### config.mk
export PLATFORM = sky130hd
export DESIGN_NAME = svm_mac_sequencer
export DESIGN_NICKNAME = d
export VERILOG_FILES = /design/src/rtl/svm_pkg.sv /design/src/rtl/svm_mac_sequencer_mac.sv /design/src/rtl/svm_mac_sequencer.sv
export SDC_FILE = /design/constraint.sdc
export NUM_CORES = 1
export LEC_CHECK = 0
export CAP_MARGIN = 20
export CORE_MARGIN = 2
export CORE_UTILIZATION = 30
export CTS_CLUSTER_DIAMETER = 80
export DETAILED_ROUTE_END_ITERATION = 6
export SLEW_MARGIN = 0
export SYNTH_ARGS = -nofsm -noshare
export SYNTH_HDL_FRONTEND = slang
export SYNTH_SLANG_ARGS = --single-unit
### constraint.sdc
create_clock -name clk -period 7.55 [get_ports clk]
set_input_delay 1.51 -clock clk [delete_from_list [all_inputs] [get_ports clk]]
set_output_delay 1.51 -clock clk [all_outputs]
set_load 0.01 [all_outputs]
### src/rtl/svm_pkg.sv
// Shared constants and state encoding for the SVM coefficient-storage MAC sequencer.
package svm_pkg;

    localparam int DATA_W  = 9;
    localparam int ADDR_W  = 8;
    localparam int VEC_LEN = 120;
    localparam int DEPTH   = VEC_LEN + 1;
    localparam int ACC_W   = 25;

    localparam logic [ADDR_W-1:0] BIAS_ADDR   = ADDR_W'(VEC_LEN);
    localparam logic [ADDR_W-1:0] LAST_W_ADDR = ADDR_W'(VEC_LEN - 1);

    typedef enum logic [2:0] {
        IDLE    = 3'd0,
        LOAD    = 3'd1,
        COMPUTE = 3'd2,
        BIAS    = 3'd3,
        DONE    = 3'd4
    } state_e;

endpackage

### src/rtl/svm_mac_sequencer_mac.sv
// Signed multiply-accumulate; bias_en adds the sign-extended coefficient alone.
module svm_mac
    import svm_pkg::*;
(
    input  logic                     clk,
    input  logic                     rst,
    input  logic                     clr,
    input  logic                     en,
    input  logic                     bias_en,
    input  logic signed [DATA_W-1:0] a,
    input  logic signed [DATA_W-1:0] b,
    output logic signed [ACC_W-1:0]  acc_next
);

    logic signed [2*DATA_W-1:0] a_ext_s;
    logic signed [2*DATA_W-1:0] b_ext_s;
    logic signed [2*DATA_W-1:0] prod_s;
    logic signed [ACC_W-1:0]    acc_q;
    logic signed [ACC_W-1:0]    acc_d;

    // Product of two 9-bit signed values always fits in 18 signed bits.
    assign a_ext_s  = {{DATA_W{a[DATA_W-1]}}, a};
    assign b_ext_s  = {{DATA_W{b[DATA_W-1]}}, b};
    assign prod_s   = a_ext_s * b_ext_s;
    assign acc_next = acc_d;

    // Next accumulator value
    always_comb begin
        acc_d = acc_q;
        if (clr) begin
            acc_d = {ACC_W{1'b0}};
        end else if (bias_en) begin
            acc_d = acc_q + {{(ACC_W-DATA_W){a[DATA_W-1]}}, a};
        end else if (en) begin
            acc_d = acc_q + {{(ACC_W-2*DATA_W){prod_s[2*DATA_W-1]}}, prod_s};
        end else begin
            acc_d = acc_q;
        end
    end

    // Accumulator register
    always_ff @(posedge clk) begin
        if (rst) begin
            acc_q <= {ACC_W{1'b0}};
        end else begin
            acc_q <= acc_d;
        end
    end

endmodule

### src/rtl/svm_mac_sequencer.sv
// Owns the coefficient storage: loads weights+bias from the host, then scores a feature vector.
module svm_mac_sequencer
    import svm_pkg::*;
(
    input  logic              clk,
    input  logic              rst,
    input  logic              ld_start,
    input  logic              ld_valid,
    input  logic [DATA_W-1:0] ld_data,
    output logic              ld_ready,
    output logic              ld_done,
    input  logic              cmp_start,
    input  logic              feat_valid,
    input  logic [DATA_W-1:0] feat_data,
    output logic              feat_ready,
    output logic              res_valid,
    output logic [ACC_W-1:0]  res_data,
    output logic              res_class,
    output logic              busy,
    output logic [ADDR_W-1:0] mem_addr,
    output logic              mem_read,
    output logic              mem_write,
    output logic [DATA_W-1:0] mem_wdata,
    input  logic [DATA_W-1:0] mem_rdata
);

    state_e             state_q, state_d;
    logic [ADDR_W-1:0]  ptr_q, ptr_d;
    logic               ld_done_q, ld_done_d;
    logic               res_valid_q, res_valid_d;
    logic [ACC_W-1:0]   res_data_q, res_data_d;
    logic               res_class_q, res_class_d;
    logic               busy_q, busy_d;
    logic               mac_clr_s, mac_en_s, mac_bias_en_s;
    logic signed [ACC_W-1:0] acc_next_s;

    svm_mac u_mac (
        .clk      (clk),
        .rst      (rst),
        .clr      (mac_clr_s),
        .en       (mac_en_s),
        .bias_en  (mac_bias_en_s),
        .a        ($signed(mem_rdata)),
        .b        ($signed(feat_data)),
        .acc_next (acc_next_s)
    );

    assign ld_done   = ld_done_q;
    assign res_valid = res_valid_q;
    assign res_data  = res_data_q;
    assign res_class = res_class_q;
    assign busy      = busy_q;

    // Next-state, pointer and storage-port mux
    always_comb begin
        state_d       = state_q;
        ptr_d         = ptr_q;
        ld_done_d     = 1'b0;
        res_valid_d   = 1'b0;
        res_data_d    = res_data_q;
        res_class_d   = res_class_q;
        mac_clr_s     = 1'b0;
        mac_en_s      = 1'b0;
        mac_bias_en_s = 1'b0;
        ld_ready      = 1'b0;
        feat_ready    = 1'b0;
        mem_addr      = {ADDR_W{1'b0}};
        mem_read      = 1'b0;
        mem_write     = 1'b0;
        mem_wdata     = {DATA_W{1'b0}};
        case (state_q)
            IDLE: begin
                if (ld_start) begin
                    state_d = LOAD;
                    ptr_d   = {ADDR_W{1'b0}};
                end else if (cmp_start) begin
                    state_d   = COMPUTE;
                    ptr_d     = {ADDR_W{1'b0}};
                    mac_clr_s = 1'b1;
                end else begin
                    state_d = IDLE;
                end
            end
            LOAD: begin
                ld_ready  = 1'b1;
                mem_addr  = ptr_q;
                mem_wdata = ld_data;
                mem_write = ld_valid;
                if (ld_valid) begin
                    ptr_d = ptr_q + 8'd1;
                    if (ptr_q == BIAS_ADDR) begin
                        state_d   = IDLE;
                        ld_done_d = 1'b1;
                    end else begin
                        state_d = LOAD;
                    end
                end else begin
                    state_d = LOAD;
                end
            end
            COMPUTE: begin
                mem_read   = 1'b1;
                mem_addr   = ptr_q;
                feat_ready = 1'b1;
                if (feat_valid) begin
                    mac_en_s = 1'b1;
                    ptr_d    = ptr_q + 8'd1;
                    if (ptr_q == LAST_W_ADDR) begin
                        state_d = BIAS;
                    end else begin
                        state_d = COMPUTE;
                    end
                end else begin
                    state_d = COMPUTE;
                end
            end
            BIAS: begin
                // Result is captured from the MAC's next value so it is visible during DONE.
                mem_read      = 1'b1;
                mem_addr      = BIAS_ADDR;
                mac_bias_en_s = 1'b1;
                res_valid_d   = 1'b1;
                res_data_d    = acc_next_s;
                res_class_d   = ~acc_next_s[ACC_W-1];
                state_d       = DONE;
            end
            DONE: begin
                state_d = IDLE;
            end
            default: begin
                state_d = IDLE;
            end
        endcase
        busy_d = (state_d != IDLE);
    end

    // State and output registers
    always_ff @(posedge clk) begin
        if (rst) begin
            state_q     <= IDLE;
            ptr_q       <= {ADDR_W{1'b0}};
            ld_done_q   <= 1'b0;
            res_valid_q <= 1'b0;
            res_data_q  <= {ACC_W{1'b0}};
            res_class_q <= 1'b0;
            busy_q      <= 1'b0;
        end else begin
            state_q     <= state_d;
            ptr_q       <= ptr_d;
            ld_done_q   <= ld_done_d;
            res_valid_q <= res_valid_d;
            res_data_q  <= res_data_d;
            res_class_q <= res_class_d;
            busy_q      <= busy_d;
        end
    end

endmodule

==> out/metrics.yaml <==
clocking:
  clock_latency_ns: 0.33
  numCtsBuffers: 9
  clockBufferDepth: 2
  htreeDepth: 3
  cts.sinks: 64
  cts.clk_slew.worst_paths_ns: 0.05
  cts_tree: "built"
  cts_hold_buf: 0
  cts-root-buf: "clkbuf_16"
cells_and_area:
  seq_area_sq_um: 1281
  layout-drive-gt1-share_pct: 18.39
  fillerInstances: 2629
  area_growth_pct: 31.73
  final_common_cell: "nand2_1"
  fin_util_pct: 40.12
  n_antenna_cell: 0
  design_area_sq_um: 10400
  multi_input_area_sq_um: 6360
  final_cell_mix: "131 x nand2_1, 116 x buf_4, 87 x inv_1"
  nNetsFinal: 1346
setup_path:
  r2r_cells: 12
  crit_type: "input pin to flip-flop"
  crit_buf_inv: 2
  r2r_end: "u_mac.acc_q[24]$_SDFF_PP0_"
  crit_path_start_kind: "input pin"
  worstPathArrival_ns: 7.55
  reg2reg_from: "u_mac.acc_q[0]$_SDFF_PP0_"
  crit_required_ns: 7.77
  cpMaxStageDelayCell: "fa_1"
  critical-path-top-delay-family: "adder cells"
  crit_path_max_incr_delay_ns: 0.57
  crit_fanout: 4
  cp-end-kind: "flip-flop"
  critical_path.most_common_cell: "fa_1"
  r2r_slack_ns: 4.47
synth:
  netlist_area_sq_um: 7891
  synth_mux_area_share_pct: 1.062
  synth_compound_area_share_pct: 17.85
  synth_nets: 1163
  synth_seq_cells: 64
  synthAdderAreaFrac_pct: 32.22
  synth-simple-area-share_pct: 20.20
  syn_inst: 970
  synth.distinct_cells: 64
  ys_seq_area_share_pct: 16.24
  synth_top_family_by_area: "adder cells"
  synth_edf_count: 0
  synth_top_flop_cell: "dfxtp_1"
  syn_avg_cell_area_sq_um: 8.135
  yosys_warnings: 0
  async_reset_ff_share_pct: 0
  synth_xor_xnor_area_share_pct: 6.326
global_routing:
  grt_max_degree: 45
  use_met3_pct: 2.931
  antenna_found_initial: 0
  grt_overflow: 0
  grt.busiest_layer: "met2"
  first_global_vias: 7228
  grt_pass1_wl_mm: 34.90
  use_met2_pct: 26.18
  grt_usage_pct: 15.02
  grtUsageMet1_pct: 19.03
route:
  ant_nets: 0
  first_iter_violations: 407
  wl_per_cell_um: 13.75
  remaining_drc_errors: 0
  num_vias: 7368
  wirelength_mm: 20.53
  firstDrtPassIters: 7
  avgViaCountPerCell: 4.935
die:
  io_pins: 83
  die_w_um: 166.2
  fp.dieH_um: 166.2
  start_util_pct: 30.46
  rows: 59
  core_sq_um: 25910
  dieArea_sq_um: 27620
job:
  cap_violations: 0
timing:
  min_period_over_period_pct: 97.07
  period_minus_slack_ns: 7.329
  worst_clock_skew_ns: 0.007163
  setup-violations-final: 0
  rsz0062_at_grt: "yes"
  setup_slack_ns: 0.2211
  hold_violations: 0
  max_freq_mhz: 136.4
  slew_headroom_pct: 35.45
  maxSlewViolCount: 0
  worst_slew_pin_slew_ns: 0.9660
worst_hold_path:
  min_from: "res_data[17]$_SDFFE_PP0P_"
  hold_depth: 2
  min_to: "res_data[17]$_SDFFE_PP0P_"
  hold_path.class: "flip-flop to flip-flop"
place:
  io_buffers: 82
  place.gp.congestion: 0.8345
  preCtsSetupSlack_ns: -0.9970
  placed_area_sq_um: 9927
  hpwl_mm: 16.67
power_and_ir_drop:
  ir_worst_vdd_mv: 0.3306
  power_density_nw_per_um2: 452.9
  leakagePower_nw: 4.760
status:
  status: "finished clean"
-- metal layers --
metal | up-vias | wire (um) | part of all wire [%]
li1 | 3668 | - | -
met1 | 3539 | 9245 | 45
met2 | 138 | 10150 | 49
met3 | 23 | 765 | 3.7
met4 | 0 | 377 | 1.8
met5 | - | 0 | 0
-- where the power goes --
group	switching [mW]	internal [mW]	total [mW]	leakage, nW
registers	0.0218	0.359	0.381	0.518
logic	1.86	2.09	3.95	4.11
clock network	0.147	0.230	0.377	0.130
total	2.03	2.68	4.71	4.76
-- final cells by class --
type | count | area share (%)
Sequential cell | 64 | 12.33
Clock buffer | 13 | 2.407
Inverter | 91 | 3.286
Timing Repair Buffer | 206 | 16.60
Tap cell | 335 | 4.032
Clock inverter | 3 | 0.1685
Multi-Input combinational cell | 781 | 61.18
-- stage by stage --
step | hold slack, ns | power (mW) | cells | setup TNS [ns]
floorplan | 0.4613 | 2.728 | 970 | -0.2367
global placement | 0.4429 | 4.104 | 1466 | -6.777
detailed placement | 0.4459 | 4.133 | 1466 | -6.904
CTS | 0.4529 | 4.633 | 1487 | 0
global route | 0.4706 | 5.236 | 1493 | -0.1768
finish | 0.4509 | 4.708 | 1493 | 0
-- sequential cells by signal (all words and copies together) (netlist names) --
register     cells
ptr_q            8
busy             1
state_q          3
res_class        1
ld_done          1
u_mac.acc_q     25
res_data        25
-- worst max path at each step --
stage	from	endpoint	slack (ns)	cells after the start
after floorplan	mem_rdata[5]	u_mac.acc_q[24]$_SDFF_PP0_	-0.22	25
after global placement	mem_rdata[1]	u_mac.acc_q[24]$_SDFF_PP0_	-0.96	25
after detailed placement	mem_rdata[1]	u_mac.acc_q[24]$_SDFF_PP0_	-1.0	25
after CTS	feat_data[6]	u_mac.acc_q[24]$_SDFF_PP0_	0.005	28
after global routing	mem_rdata[0]	u_mac.acc_q[24]$_SDFF_PP0_	-0.09	25
final	mem_rdata[0]	u_mac.acc_q[24]$_SDFF_PP0_	0.22	25
-- kinds of logic (layout without fill, tap and decap cells) --
family | count (synthesis) | after routing
and+or+nand+nor | 335 | 335
AOI/OAI and AO/OA | 221 | 221
adders and majority gates | 160 | 160
buffers and inverters | 125 | 313
DFF | 64 | 64
xor gates and xnor gates | 57 | 57
muxes | 8 | 8
-- Yosys cell counts, drive strengths merged (5+ instances only) --
| library cell | number | area, sq um |
|---|---|---|
| and3 | 16 | 100.1 |
| nand3 | 15 | 75.07 |
| o31ai | 9 | 67.56 |
| nand2 | 139 | 521.8 |
| o21ai | 36 | 180.2 |
| o211ai | 6 | 45.04 |
| nor3 | 18 | 90.09 |
| or3 | 10 | 62.56 |
| ha | 88 | 1101 |
| nand2b | 6 | 37.54 |
| mux2i | 5 | 50.05 |
| fa | 72 | 1441 |
| a31oi | 8 | 50.05 |
| a211oi | 13 | 102.6 |
| and2 | 40 | 252.7 |
| a21o | 21 | 157.7 |
| xnor2 | 43 | 376.6 |
| o21a | 10 | 75.07 |
| a21boi | 5 | 41.28 |
| nor2b | 18 | 120.1 |
| dfxtp | 64 | 1281 |
| xor2 | 14 | 122.6 |
| clkbuf | 30 | 112.6 |
| o21bai | 6 | 45.04 |
| a21oi | 84 | 420.4 |
| nor2 | 57 | 216.5 |
| inv | 91 | 341.6 |
-- worst register-to-register path, cell delays in order, from the launching register on --
cell       delay, ns
dfxtp_1         0.33
ha_1            0.22
inv_1           0.07
fa_1            0.22
nor2b_4         0.06
o2111a_2        0.25
or4_4           0.52
a2111oi_4       0.40
nor2_2          0.12
a211oi_2        0.25
xnor2_1         0.11
a211o_1         0.29
and3_1          0.13
-- repair_timing --
| item | 4_1_cts | 5_1_grt |
|---|---|---|
| pin swaps | 36 | 31 |
| setup endpoints to repair | 11 | 11 |
| gates resized for setup | 75 | 45 |
| setup buffers | 5 | 7 |
(Power assumes the default switching activity.)
